$ cat src/rtl/present_dec_iter.sv
// Iterative PRESENT-80 decryption: forward key schedule to K32, then 31 inverse rounds.
// Ports are declared [N-1:0]; the MSB-first bit 0 of the algorithm is bit N-1 here.
// Optional `PRESENT_DEC_KEYCACHE_EN` keeps the last master key and its K32 so that a repeat key skips KEYEXP.
//
// Handshakes (valid/ready, both sides): a transfer happens on a rising edge where valid and ready are both high.
// in_ready is high only in IDLE. in_valid is ignored in every other state.
// out_valid stays high in DONE until out_ready is seen. out_data is held stable meanwhile.
module present_dec_iter (
  input  logic        clk,
  input  logic        rst_n,
  input  logic        in_valid,
  output logic        in_ready,
  input  logic [63:0] in_data,
  input  logic [79:0] in_key,
  output logic        out_valid,
  input  logic        out_ready,
  output logic [63:0] out_data,
  output logic [2:0]  dbg_state_o
);

  typedef enum logic [2:0] {
    IDLE   = 3'd0,
    KEYEXP = 3'd1,
    DEC    = 3'd2,
    FINAL  = 3'd3,
    DONE   = 3'd4
  } state_e;

  localparam logic [63:0] SBOX_TBL  = 64'hC56B90AD3EF84712;
  localparam logic [63:0] ISBOX_TBL = 64'h5EF8C12DB463079A;

  function automatic logic [3:0] sbox(input logic [3:0] x);
    logic [5:0] idx;
    idx = {~x, 2'b00};
    return SBOX_TBL[idx +: 4];
  endfunction

  function automatic logic [3:0] inv_sbox(input logic [3:0] x);
    logic [5:0] idx;
    idx = {~x, 2'b00};
    return ISBOX_TBL[idx +: 4];
  endfunction

  function automatic logic [63:0] inv_s_layer(input logic [63:0] x);
    logic [63:0] r;
    r = '0;
    for (int n = 0; n < 16; n++) r[4*n +: 4] = inv_sbox(x[4*n +: 4]);
    return r;
  endfunction

  // P(i) = 16*i mod 63 is a 2-bit rotate of the 6-bit index, so bit j pulls from {j[1:0], j[5:2]}.
  function automatic logic [63:0] inv_p_layer(input logic [63:0] x);
    logic [63:0] r;
    logic [5:0]  jj;
    logic [5:0]  src;
    r = '0;
    for (int j = 0; j < 64; j++) begin
      jj    = 6'(j);
      src   = {jj[1:0], jj[5:2]};
      r[jj] = x[src];
    end
    return r;
  endfunction

  function automatic logic [79:0] key_fwd(input logic [79:0] k, input logic [4:0] c);
    logic [79:0] r;
    r          = {k[18:0], k[79:19]};
    r[79:76]   = sbox(r[79:76]);
    r[19:15]   = r[19:15] ^ c;
    return r;
  endfunction

  function automatic logic [79:0] key_inv(input logic [79:0] k, input logic [4:0] c);
    logic [79:0] r;
    r          = k;
    r[19:15]   = r[19:15] ^ c;
    r[79:76]   = inv_sbox(r[79:76]);
    return {r[60:0], r[79:61]};
  endfunction

  state_e      state_q, state_d;
  logic [63:0] st_q, st_d;
  logic [79:0] key_q, key_d;
  logic [4:0]  cnt_q, cnt_d;
  logic [63:0] out_q, out_d;
`ifdef PRESENT_DEC_KEYCACHE_EN
  logic [79:0] ckey_q, ckey_d;
  logic [79:0] ck32_q, ck32_d;
  logic        cvld_q, cvld_d;
`endif

  assign in_ready    = (state_q == IDLE) && rst_n;
  assign out_valid   = (state_q == DONE);
  assign out_data    = out_q;
  assign dbg_state_o = state_q;

  always_comb begin
    state_d = state_q;
    st_d    = st_q;
    key_d   = key_q;
    cnt_d   = cnt_q;
    out_d   = out_q;
`ifdef PRESENT_DEC_KEYCACHE_EN
    ckey_d  = ckey_q;
    ck32_d  = ck32_q;
    cvld_d  = cvld_q;
`endif
    case (state_q)
      IDLE: begin
        if (in_valid) begin
          st_d    = in_data;
          key_d   = in_key;
          cnt_d   = 5'd1;
          state_d = KEYEXP;
`ifdef PRESENT_DEC_KEYCACHE_EN
          if (cvld_q && (in_key == ckey_q)) begin
            key_d   = ck32_q;
            cnt_d   = 5'd31;
            state_d = DEC;
          end else begin
            // The entry only becomes valid once this key's K32 is actually derived.
            ckey_d = in_key;
            cvld_d = 1'b0;
          end
`endif
        end
      end
      KEYEXP: begin
        key_d = key_fwd(key_q, cnt_q);
        if (cnt_q == 5'd31) begin
          cnt_d   = 5'd31;
          state_d = DEC;
`ifdef PRESENT_DEC_KEYCACHE_EN
          ck32_d  = key_d;
          cvld_d  = 1'b1;
`endif
        end else begin
          cnt_d = cnt_q + 5'd1;
        end
      end
      DEC: begin
        st_d  = inv_s_layer(inv_p_layer(st_q ^ key_q[79:16]));
        key_d = key_inv(key_q, cnt_q);
        if (cnt_q == 5'd1) state_d = FINAL;
        else               cnt_d   = cnt_q - 5'd1;
      end
      FINAL: begin
        out_d   = st_q ^ key_q[79:16];
        state_d = DONE;
      end
      DONE: begin
        if (out_ready) state_d = IDLE;
      end
      default: state_d = IDLE;
    endcase
  end

  always_ff @(posedge clk or negedge rst_n) begin
    if (!rst_n) begin
      state_q <= IDLE;
      st_q    <= '0;
      key_q   <= '0;
      cnt_q   <= '0;
      out_q   <= '0;
`ifdef PRESENT_DEC_KEYCACHE_EN
      ckey_q  <= '0;
      ck32_q  <= '0;
      cvld_q  <= 1'b0;
`endif
    end else begin
      state_q <= state_d;
      st_q    <= st_d;
      key_q   <= key_d;
      cnt_q   <= cnt_d;
      out_q   <= out_d;
`ifdef PRESENT_DEC_KEYCACHE_EN
      ckey_q  <= ckey_d;
      ck32_q  <= ck32_d;
      cvld_q  <= cvld_d;
`endif
    end
  end

endmodule

$ cat config.mk
export PLATFORM = sky130hd
export DESIGN_NAME = present_dec_iter
export DESIGN_NICKNAME = d
export VERILOG_FILES = /design/src/rtl/present_dec_iter.sv
export SDC_FILE = /design/constraint.sdc
export NUM_CORES = 1
export LEC_CHECK = 0
export ABC_AREA = 1
export BUFFER_PORTS_ARGS = -buffer_cell sky130_fd_sc_hd__buf_4
export CORE_ASPECT_RATIO = 1.75
export CORE_UTILIZATION = 25
export CTS_BUF_LIST = sky130_fd_sc_hd__clkbuf_8
export DETAILED_ROUTE_END_ITERATION = 7
export GPL_TIMING_DRIVEN = 0
export PLACE_DENSITY_LB_ADDON = 0.12
export SETUP_SLACK_MARGIN = 0.15
export SLEW_MARGIN = 0
export SYNTH_ARGS = -nofsm -noshare
export SYNTH_HDL_FRONTEND = slang
export SYNTH_SLANG_ARGS = --single-unit
$ cat constraint.sdc
create_clock -name clk -period 2.62 [get_ports clk]
set_clock_uncertainty 0.15 [all_clocks]
set_input_delay 0.393 -clock clk [delete_from_list [all_inputs] [get_ports clk]]
set_output_delay 0.393 -clock clk [all_outputs]
set_load 0.02 [all_outputs]
==> flow_summary.yaml <==
setup_path:
  critPathArrivalTime_ns: 2.71
  cpPeakStageDelay_ns: 0.59
  slowest_stage: "dfrtp_1"
  critical_path.most_common_cell: "nand2_1"
  critPathKind: "reg -> reg"
  cp.required_ns: 2.92
  cp_top_family: "simple AND/OR/NAND/NOR gates"
  crit_fanout: 5
  cp_cell_sequence: "nand2_1, nand2_1, inv_1, ha_1, or2_2, nand2_1, nand2_1, nand2_1, nand3_1, nand2_1, nand2_1"
  reg2reg_to: "st_q[28]"
  reg2reg_depth: 11
  startpoint_type: "register"
  timing.rr.start: "st_q[7]"
  rrSetupSlack_ns: 0.21
  cp-end-kind: "register"
  critPathBufInv: 1
sta:
  hold_viol: 70
  timing.final.ws_setup_ns: 0.213
  period_share_pct: 91.9
  max_freq_ghz: 0.415
  setup_tns_ns: 0
  finalSetupViolCount: 0
  finalCriticalPeriod_ns: 2.41
  slew_viol_final: 0
  slew_headroom_pct: 28.8
  holdWs_ns: -0.376
  worst_pin_slew_ns: 1.07
  rsz0062_at_grt: "true"
die:
  dieArea_um2: 61100
  core.rowCount: 118
  die_y_um: 326
  die_w_um: 187
  io_pins: 217
  initial_utilization_pct: 25.3
  coreArea_um2: 59400
run_status:
  violations: "negative hold slack"
  status: "finished, violations left"
final_layout:
  syn_to_final_growth_pct: 29.1
  design_area_um2: 19400
  num-fill-cells: 6608
  drive_above_1_share_pct: 15.0
  layout.cells.non_filler: 3346
  final_nets: 2793
  final_util_pct: 32.7
power:
  clkPwrFrac_pct: 11.6
  peakVddDrop_mv: 0.587
  power_frac_comb_pct: 66.6
  power_mw: 32.6
  p_sw_mw: 18.7
  netSwitchingFraction_pct: 57.4
  p_leak_nw: 10.1
  powerDensity_nw_per_um2: 1680
  seqPwrFrac_pct: 21.8
  internal-power_mw: 13.9
grt:
  grt_pass1_vias: 16000
  grtUsageTotal_pct: 25.0
  grt-ovfl-total: 0
  grt_pass1_wl_um: 110000
  grt_max_degree: 75
  antenna_found_initial: 2
yosys:
  synth.ff_latch_count: 216
  synth_cells: 2193
  synthesis.area_um2: 15000
  synth_cell_type_count: 30
  yosysWarnings: 0
  yosysSeqAreaShare_pct: 36.0
  syn_avg_cell_area_um2: 6.85
  syn_nets: 2452
placed_design:
  place.gp.congestion: 0.966
  place_area_um2: 17700
  io_buffers: 216
  place_inst: 3191
  post-place-ws_ns: 0.0994
  place_hpwl_um: 62500
hold_path:
  min_path_type: "in -> async"
clock_tree:
  cts_buffers: 42
  cts_hold_buf: 79
  cts_root_buffer: "clkbuf_8"
  post_cts_buffers: 0
  clock_sinks: 216
  clk_pin_slew_ns: 0.07
  clk_latency_ns: 0.61
  cts_tree: "built"
  htreeDepth: 2
  clock_path_buffers: 3
detailed_routing:
  vias: 16200
  first_pass_iters: 5
  avgViaCountPerCell: 4.85
  totalWireLength_um: 77300
  ant_nets: 0
  initialDrtViolationCount: 1089
  route.detailed.drc: 0
  drt-wirelength-per-cell_um: 23.1
flow_run:
  cap_viol_max_count: 0
[worst max path at each step]
stage / from / to / slack (ns) / cells past startpoint
6_report: st_q[7] / st_q[28] / 0.21 / 11
5_1_grt: key_q[18] / st_q[8] / 0.13 / 13
4_1_cts: key_q[18] / st_q[10] / 0.15 / 11
3_5_place_dp: key_q[18] / st_q[10] / 0.1 / 11
2_1_floorplan: key_q[18] / st_q[8] / 0.67 / 13
3_3_place_gp: rst_n / in_ready / -1.21 / 3
[power by group through the flow]
stage	clock [mW]	combinational (mW)	sequential (mW)
global placement	0	21.3	7.11
global route	3.97	24.0	7.29
finish	3.78	21.7	7.12
detailed placement	0	21.4	7.14
floorplan	0	13.3	6.79
CTS	3.88	21.6	7.10
[registers in the layout (all words and copies together) (netlist names)]
name and count:
key_q 80, out_data 64, st_q 64, cnt_q 5, dbg_state_o 3
[per-layer routing]
layer	part of all wire, %	GRT usage [%]
met5	0.016	0
met2	51	45.0
met4	6.9	15.8
met3	3.8	2.36
met1	39	28.0
[cell families after synthesis]
group	after synthesis	share of synthesized area, %
simple gates	1164	31.7
xor+xnor	40	2.33
compound gates	328	11.7
buf+inv	334	9.10
flops	216	36.0
fa+ha+maj	111	9.24
[cells in the final DEF (no fill, tap or decap), drive strengths merged]
cell / synthesis / routed
clkinv: 0 / 3
dlygate4sd3: 0 / 79
xor2: 22 / 22
nor2: 312 / 312
inv: 245 / 260
xnor2: 18 / 18
nand4: 1 / 1
bufinv: 0 / 2
nand3b: 1 / 1
clkbuf: 19 / 74
nor3: 2 / 2
or2: 12 / 12
ha: 111 / 111
buf: 70 / 288
o22ai: 69 / 69
a31oi: 7 / 7
dfrtp: 216 / 216
and3: 1 / 1
a21oi: 112 / 112
o21ai: 133 / 133
nand2: 619 / 619
o211ai: 6 / 6
o31ai: 1 / 1
diode: 0 / 1
nand3: 216 / 216
[synth_stat cells]
master / n / area [um^2]
o21ai_0: 124 / 621
nor2_4: 2 / 22.5
xnor2_1: 18 / 158
nand3_1: 215 / 1080
nor2_1: 308 / 1160
nor2_8: 1 / 20.0
a21oi_1: 112 / 561
nand3b_1: 1 / 7.51
o31ai_1: 1 / 7.51
inv_2: 4 / 15.0
and3_1: 1 / 6.26
buf_6: 3 / 33.8
nand4_1: 1 / 6.26
nand3_2: 1 / 10.0
a31oi_1: 7 / 43.8
ha_1: 111 / 1390
o22ai_1: 69 / 432
xor2_1: 22 / 193
nand2_4: 5 / 56.3
nor3_1: 2 / 10.0
o21ai_1: 9 / 45.0
o211ai_1: 6 / 45.0
inv_1: 241 / 905
clkbuf_1: 19 / 71.3
buf_4: 3 / 22.5
nand2_1: 614 / 2300
buf_2: 64 / 320
nor2_2: 1 / 6.26
dfrtp_1: 216 / 5410
or2_2: 12 / 75.1
[layout make-up]
class	instances	area (um^2)	share of cell area [%]
clock buffers	55	757	3.90
flip-flops and latches	216	5410	27.9
clock inverters	20	131	0.678
plain buffers	89	452	2.33
diodes	1	2.50	0.0129
inverters	245	920	4.74
repair buffers	297	2470	12.8
well taps	780	976	5.03
multi-input cells	1643	8270	42.7
[repair_timing]
action | CTS | global route
resized for setup | 3 | 10
endpoints found under the setup margin | 11 | 12
endpoints found under the hold margin | 149 | 70
pin swaps | 0 | 0
(Power assumes the default switching activity.)
